[config.mk]
export PLATFORM = sky130hd
export DESIGN_NAME = cus43_tile_gen_flat
export DESIGN_NICKNAME = d
export VERILOG_FILES = /design/src/rtl/cus43_tile_gen_if.sv /design/src/rtl/cus43_tile_gen.sv /design/src/flat_wrapper.sv
export SDC_FILE = /design/constraint.sdc
export NUM_CORES = 1
export LEC_CHECK = 0
export ABC_AREA = 1
export BUFFER_PORTS_ARGS = -buffer_cell sky130_fd_sc_hd__buf_2
export CAP_MARGIN = 20
export CORE_AREA = 2 2 106 108
export CTS_CLUSTER_DIAMETER = 150
export DETAILED_ROUTE_END_ITERATION = 10
export DIE_AREA = 0 0 108 110
export MAX_ROUTING_LAYER = met4
export SLEW_MARGIN = 20
export SYNTH_ARGS = -nofsm -noshare
export SYNTH_HDL_FRONTEND = slang
export SYNTH_SLANG_ARGS = --single-unit
[constraint.sdc]
create_clock -name CLK_6M -period 3.25 [get_ports CLK_6M]
set_clock_uncertainty 0.2 [all_clocks]
set_input_delay 0.325 -clock CLK_6M [delete_from_list [all_inputs] [get_ports CLK_6M]]
set_output_delay 0.325 -clock CLK_6M [all_outputs]
set_load 0.03 [all_outputs]
[src/rtl/cus43_tile_gen_if.sv]
`default_nettype none
// ============================================================================
//  Module      : cus43_tile_gen_if
//  Description : Signal bundle for the CUS43 tile generator: fetch-phase
//                strobe and slot qualifiers, graphics/attribute data, CPU
//                register write port, flip control, upstream cascade pixel
//                and merged output pixel.
//                  master : drives fetch/data/write/cascade, samples outputs
//                  slave  : the tile generator itself
//  Revision    : 1.0  initial release
// ============================================================================
interface cus43_tile_gen_if;
    logic        CLK_2H;   // fetch-phase strobe (period 4 pixel clocks)
    logic        HA2;      // layer A fetch-slot qualifier
    logic        HB2;      // layer B fetch-slot qualifier
    logic [11:0] GDI;      // three bit-planes, 4 pixels each
    logic [7:0]  MDI;      // colour byte at fetch / CPU data on writes
    logic [2:0]  CA;       // register select
    logic        WE;       // write enable
    logic        LATCH;    // write strobe
    logic        FLIP;     // horizontal pixel-order reversal
    logic [2:0]  PRI;      // upstream priority
    logic [7:0]  CLI;      // upstream colour
    logic [2:0]  DTI;      // upstream dot
    logic [2:0]  PRO;      // merged priority
    logic [7:0]  CLO;      // merged colour
    logic [2:0]  DTO;      // merged dot

    modport master (
        output CLK_2H, HA2, HB2, GDI, MDI, CA, WE, LATCH, FLIP, PRI, CLI, DTI,
        input  PRO, CLO, DTO
    );

    modport slave (
        input  CLK_2H, HA2, HB2, GDI, MDI, CA, WE, LATCH, FLIP, PRI, CLI, DTI,
        output PRO, CLO, DTO
    );
endinterface
`default_nettype wire

[src/rtl/cus43_tile_gen.sv]
`default_nettype none
// ============================================================================
//  Module      : cus43_tile_gen
//  Description : Two-layer 3bpp tile pixel generator with priority merge.
//                Each layer is loaded with 4 pixels at a fetch edge, shifts
//                out one pixel per pixel clock, and competes by priority with
//                the other layer and the cascaded upstream pixel.
//  Ports       : CLK_6M  - pixel clock
//                RST_N   - asynchronous active-low reset
//                bus     - cus43_tile_gen_if.slave (fetch, data, register
//                          writes, cascade in, merged pixel out)
//  Revision    : 1.0  initial release
// ============================================================================
module cus43_tile_gen #(
    parameter logic [2:0] TRANSP_RST = 3'd7
) (
    input  wire logic           CLK_6M,
    input  wire logic           RST_N,
    cus43_tile_gen_if.slave     bus
);

    localparam int c_NLAYER = 2;

    // Pixel n of a 4-pixel group is the n-th bit of each plane; flipped
    // groups are read back to front.
    function automatic logic [2:0] f_dot(
        input logic [11:0] g,
        input logic [1:0]  cnt,
        input logic        flp
    );
        logic [1:0] n;
        logic [3:0] pl0;
        logic [3:0] pl1;
        logic [3:0] pl2;
        n   = flp ? ~cnt : cnt;
        pl0 = g[3:0];
        pl1 = g[7:4];
        pl2 = g[11:8];
        return {pl2[n], pl1[n], pl0[n]};
    endfunction

    // ------------------------------------------------------------------
    // Fetch edge detection: CLK_2H high now, low on the previous edge
    // ------------------------------------------------------------------
    logic r_2h_prev;
    logic w_fetch;
    logic w_wr;

    always_ff @(posedge CLK_6M or negedge RST_N) begin
        if (!RST_N) begin
            r_2h_prev <= 1'b0;
        end else begin
            r_2h_prev <= bus.CLK_2H;
        end
    end

    assign w_fetch = bus.CLK_2H & ~r_2h_prev;
    assign w_wr    = bus.LATCH & bus.WE;

    // Per-layer results packed as index 0 = layer A, index 1 = layer B
    logic [c_NLAYER-1:0]   w_qual;
    logic [c_NLAYER-1:0]   w_opq_v;
    logic [3*c_NLAYER-1:0] w_dot_v;
    logic [3*c_NLAYER-1:0] w_pri_v;
    logic [8*c_NLAYER-1:0] w_col_v;

    assign w_qual = {bus.HB2, bus.HA2};

    // ------------------------------------------------------------------
    // Layer shifters and their priority / transparent-pen registers.
    // Layer gi owns register addresses gi (priority) and gi+2 (pen).
    // ------------------------------------------------------------------
    for (genvar gi = 0; gi < c_NLAYER; gi++) begin : g_layer
        logic [11:0] r_gfx;
        logic [1:0]  r_cnt;
        logic        r_flp;
        logic [7:0]  r_col;
        logic [2:0]  r_pri;
        logic [2:0]  r_pen;

        always_ff @(posedge CLK_6M or negedge RST_N) begin
            if (!RST_N) begin
                r_gfx <= 12'd0;
                r_cnt <= 2'd0;
                r_flp <= 1'b0;
                r_col <= 8'd0;
            end else if (w_fetch && w_qual[gi]) begin
                r_gfx <= bus.GDI;
                r_cnt <= 2'd0;
                r_flp <= bus.FLIP;
                r_col <= bus.MDI;
            end else if (r_cnt != 2'd3) begin
                // Saturate on the last pixel until the next load
                r_cnt <= r_cnt + 2'd1;
            end
        end

        always_ff @(posedge CLK_6M or negedge RST_N) begin
            if (!RST_N) begin
                r_pri <= 3'd0;
                r_pen <= TRANSP_RST;
            end else if (w_wr) begin
                if (bus.CA == 3'(gi)) begin
                    r_pri <= bus.MDI[2:0];
                end
                if (bus.CA == 3'(gi + 2)) begin
                    r_pen <= bus.MDI[2:0];
                end
            end
        end

        assign w_dot_v[3*gi +: 3] = f_dot(r_gfx, r_cnt, r_flp);
        assign w_opq_v[gi]        = (w_dot_v[3*gi +: 3] != r_pen);
        assign w_pri_v[3*gi +: 3] = r_pri;
        assign w_col_v[8*gi +: 8] = r_col;
    end

    // ------------------------------------------------------------------
    // Priority merge. The upstream pixel is the baseline; B replaces it on
    // greater-or-equal priority, then A replaces the current winner on
    // greater-or-equal, giving the A > B > input tie order.
    // ------------------------------------------------------------------
    logic [2:0] w_pro;
    logic [7:0] w_clo;
    logic [2:0] w_dto;

    always_comb begin
        w_pro = bus.PRI;
        w_clo = bus.CLI;
        w_dto = bus.DTI;
        if (w_opq_v[1] && (w_pri_v[5:3] >= w_pro)) begin
            w_pro = w_pri_v[5:3];
            w_clo = w_col_v[15:8];
            w_dto = w_dot_v[5:3];
        end
        if (w_opq_v[0] && (w_pri_v[2:0] >= w_pro)) begin
            w_pro = w_pri_v[2:0];
            w_clo = w_col_v[7:0];
            w_dto = w_dot_v[2:0];
        end
    end

    logic [2:0] r_pro;
    logic [7:0] r_clo;
    logic [2:0] r_dto;

    always_ff @(posedge CLK_6M or negedge RST_N) begin
        if (!RST_N) begin
            r_pro <= 3'd0;
            r_clo <= 8'd0;
            r_dto <= 3'd0;
        end else begin
            r_pro <= w_pro;
            r_clo <= w_clo;
            r_dto <= w_dto;
        end
    end

    assign bus.PRO = r_pro;
    assign bus.CLO = r_clo;
    assign bus.DTO = r_dto;

endmodule
`default_nettype wire

[src/flat_wrapper.sv]
// flat-port wrapper written by rule: the top's interface ports become plain ports
module cus43_tile_gen_flat 
#(
    parameter logic [2:0] TRANSP_RST = 3'd7
)
  (CLK_6M, RST_N, bus_CLK_2H, bus_HA2, bus_HB2, bus_GDI, bus_MDI, bus_CA, bus_WE, bus_LATCH, bus_FLIP, bus_PRI, bus_CLI, bus_DTI, bus_PRO, bus_CLO, bus_DTO);
  cus43_tile_gen_if bus_i ();
  input  wire logic CLK_6M;
  input  wire logic RST_N;
  input wire logic [$bits(bus_i.CLK_2H)-1:0] bus_CLK_2H;
  input wire logic [$bits(bus_i.HA2)-1:0] bus_HA2;
  input wire logic [$bits(bus_i.HB2)-1:0] bus_HB2;
  input wire logic [$bits(bus_i.GDI)-1:0] bus_GDI;
  input wire logic [$bits(bus_i.MDI)-1:0] bus_MDI;
  input wire logic [$bits(bus_i.CA)-1:0] bus_CA;
  input wire logic [$bits(bus_i.WE)-1:0] bus_WE;
  input wire logic [$bits(bus_i.LATCH)-1:0] bus_LATCH;
  input wire logic [$bits(bus_i.FLIP)-1:0] bus_FLIP;
  input wire logic [$bits(bus_i.PRI)-1:0] bus_PRI;
  input wire logic [$bits(bus_i.CLI)-1:0] bus_CLI;
  input wire logic [$bits(bus_i.DTI)-1:0] bus_DTI;
  output wire logic [$bits(bus_i.PRO)-1:0] bus_PRO;
  output wire logic [$bits(bus_i.CLO)-1:0] bus_CLO;
  output wire logic [$bits(bus_i.DTO)-1:0] bus_DTO;
  assign bus_i.CLK_2H = bus_CLK_2H;
  assign bus_i.HA2 = bus_HA2;
  assign bus_i.HB2 = bus_HB2;
  assign bus_i.GDI = bus_GDI;
  assign bus_i.MDI = bus_MDI;
  assign bus_i.CA = bus_CA;
  assign bus_i.WE = bus_WE;
  assign bus_i.LATCH = bus_LATCH;
  assign bus_i.FLIP = bus_FLIP;
  assign bus_i.PRI = bus_PRI;
  assign bus_i.CLI = bus_CLI;
  assign bus_i.DTI = bus_DTI;
  assign bus_PRO = bus_i.PRO;
  assign bus_CLO = bus_i.CLO;
  assign bus_DTO = bus_i.DTO;
  cus43_tile_gen #(.TRANSP_RST(TRANSP_RST)) u_core (.CLK_6M(CLK_6M), .RST_N(RST_N), .bus(bus_i));
endmodule
==> results.json <==
{
  "synthMuxAreaShare_pct": 0.6116,
  "synthAdderAreaFrac_pct": 2.718,
  "die_w_um": 108,
  "start_kind": "register",
  "dpl.cell_count": 656,
  "cts_tree": "built",
  "post-route-min-period_ps": 3037,
  "mostFrequentLayoutCell": "nand2_1",
  "share_seq_of_total_power_pct": 34.1,
  "power_leakage_nw": 2.378,
  "synth_area_per_cell_um2": 7.868,
  "h-tree-depth": 3,
  "gp_congestion": 0.8766,
  "r2r_start": "u_core.g_layer[1].r_flp",
  "syn_to_final_growth_pct": 19.16,
  "synth_top_family_by_area": "simple AND/OR/NAND/NOR gates",
  "cts-root-buf": "clkbuf_8",
  "drc": 0,
  "crit_type": "register to register",
  "cap_violations": 0,
  "cts.sinks": 73,
  "finish.utilization_pct": 41.02,
  "path_max_fanout": 15,
  "finalNonFillerCells": 678,
  "dieArea_mm2": 0.01188,
  "drive_gt1_share_pct": 18.96,
  "rows": 38,
  "die_h_um": 110,
  "powerDensity_mw_per_mm2": 877.9,
  "yosys.area_share.simple_pct": 27.15,
  "synth_cell_types": 27,
  "power.share.clock_pct": 19.2,
  "endpoint_kind": "register",
  "drv_slew": 0,
  "swShare_pct": 43.05,
  "ys_ff_latch": 73,
  "ios": 59,
  "core_area_mm2": 0.01070,
  "grt_first_pass_wirelength_um": 14030,
  "max_slew_margin_pct": 38.98,
  "grt_max_degree": 74,
  "hpwlAfterDp_um": 6211,
  "yosysSeqAreaShare_pct": 49.81,
  "io_buffers": 58,
  "violations": "hold timing",
  "grt_usage_pct": 15.73,
  "clk_path_buf_depth": 2,
  "synth_nets": 521,
  "ant_nets": 0,
  "antenna_found_initial": 0,
  "via_count": 3165,
  "post-route-period-util_pct": 93.44,
  "drt-initial-drc-count": 207,
  "routed_wl_um": 8538,
  "firstDrtPassIters": 5,
  "viasPerCell": 4.668,
  "outcome": "finished with violations",
  "antenna_cells": 0,
  "cts_buffers": 9,
  "intPower_mw": 2.194,
  "synth_compound_area_share_pct": 8.699,
  "startpoint": "u_core.g_layer[1].r_flp",
  "wl_per_cell_um": 12.59,
  "ys_warn_count": 0,
  "cp.required_ps": 3290,
  "worst_slew_pin_slew_ps": 915.3,
  "ir_drop_mv": 0.4430,
  "worst_ep_arrival_time_ps": 3080,
  "final_cell_mix": "nand2_1 (161), inv_1 (67), dfrtp_1 (66)",
  "synth-xor-area-share_pct": 1.597,
  "overflow": 0,
  "synthCells": 468,
  "start_util_pct": 34.42,
  "fmax_mhz": 329.3,
  "nNetsFinal": 586,
  "hold_path_class": "input pin to async pin",
  "hold_viol_final": 16,
  "grt_pass1_vias": 2954,
  "synth_area_mm2": 0.003682,
  "switchingPower_mw": 1.658,
  "holdWs_ps": -24.62,
  "combPwrFrac_pct": 46.8,
  "setup_viol": 0,
  "clk_pin_slew_ps": 70,
  "clk_latency_ps": 350
}
-- power groups by stage --
| stage | sequential [mW] | clock [mW] | combinational (mW) |
|---|---|---|---|
| CTS | 1.31 | 0.761 | 1.69 |
| global placement | 1.32 | 0 | 1.62 |
| finish | 1.31 | 0.739 | 1.80 |
| global route | 1.34 | 0.795 | 2.01 |
| detailed placement | 1.32 | 0 | 1.67 |
| floorplan | 1.47 | 0 | 1.16 |
-- critical path, cell delays in order, from the launching register on --
cell      delay, ps
dfrtp_2         490
inv_2            80
nand2_4         110
nand2_4          80
nand2_1          80
nand2_1          50
nand2_1          70
nand3_1          70
nand2_1         110
nor2_4           40
nand2_4         160
nand2_8         110
nand2_1         100
nand2_1          70
ha_1            310
a21oi_1         160
o211ai_1        100
buf_4           170
nand2_4         120
inv_6            80
nand2_1          80
nand2_1          60
-- sequential cells by signal, summed over array words and instances (netlist names), 2 cells and up --
name,cells
u_core.bus.CLO,8
u_core.bus.DTO,3
u_core.bus.PRO,3
u_core.g_layer.r_cnt,4
u_core.g_layer.r_col,16
u_core.g_layer.r_flp,2
u_core.g_layer.r_gfx,24
u_core.g_layer.r_pen,6
u_core.g_layer.r_pri,6
-- cell families after synthesis --
group,count (synthesis)
compound gates,62
xor+xnor,5
fa+ha+maj,8
buf+inv,85
flops,73
mux,2
simple gates,233
-- metrics by stage --
step / total power [mW] / hold slack [ps] / setup TNS (ps) / setup slack, ps / instance area (um^2)
after floorplan: 2.626 / -170.6 / 0 / 634.3 / 3682
after CTS: 3.756 / 18.51 / 0 / 54.97 / 4335
final: 3.852 / -24.62 / 0 / 213.2 / 4388
after global routing: 4.145 / 36.27 / -138.6 / -23.22 / 4388
after detailed placement: 2.998 / 262.7 / 0 / 89.05 / 4098
after global placement: 2.945 / 263.6 / 0 / 238.4 / 4098
-- synthesized netlist by cell type --
master    number  area share (%)
clkbuf_1       9            0.92
a21oi_1        2            0.27
xor2_1         2            0.48
mux2_2         2            0.61
dfstp_2        6             4.3
nor2_1         7            0.71
o21ai_1        1            0.14
buf_4          1            0.20
nand2_1      161              16
and2_1         1            0.17
nand2_4        4             1.2
inv_2          4            0.41
xnor2_2        1            0.44
buf_2          1            0.14
nand3_1       53             7.2
buf_6          3            0.92
nand2_2        3            0.51
nand3b_1       3            0.61
xnor2_1        1            0.24
o211ai_1       3            0.61
nor2_4         1            0.31
inv_1         67             6.8
o21ai_0       54             7.3
xor2_2         1            0.44
ha_1           8             2.7
dfrtp_1       67              46
a31oi_1        2            0.34
-- final timing paths --
kind                                              endpoint  slack (ps)  cells after the start
worst max-delay path                     u_core.bus.DTO[0]         210                     21
worst min-delay path            u_core.g_layer[0].r_gfx[7]         -20                      2
worst max register to register           u_core.bus.DTO[0]         210                     21
worst min register to register           u_core.bus.CLO[7]         280                      2
max in group asynchronous          u_core.g_layer[1].r_flp        2240                      2
min in group CLK_6M             u_core.g_layer[1].r_gfx[3]          30                      3
-- what timing repair did --
item / CTS / global route
setup buffers: 0 / 2
gates resized for setup: 0 / 6
hold buffers: 3 / 0
setup endpoints to repair: 0 / 14
endpoints found under the hold margin: 3 / 0
-- layer usage --
metal / global-route usage (%) / routed length (um) / part of all wire, %
met1: 20.02 / 3903 / 46
met2: 24.93 / 3957 / 46
met4: 5.586 / 229 / 2.7
met3: 3.410 / 447 / 5.2
met5: - / 0 / 0
-- area by class of cell --
cell class	count	area, um^2
well taps	140	175.2
clock buffers	14	172.7
multi-input cells	311	1533
clock inverters	2	35.03
fillers	1092	6310
inverters	71	271.5
repair buffers	67	365.4
flip-flops and latches	73	1836
(Power assumes the default switching activity.)
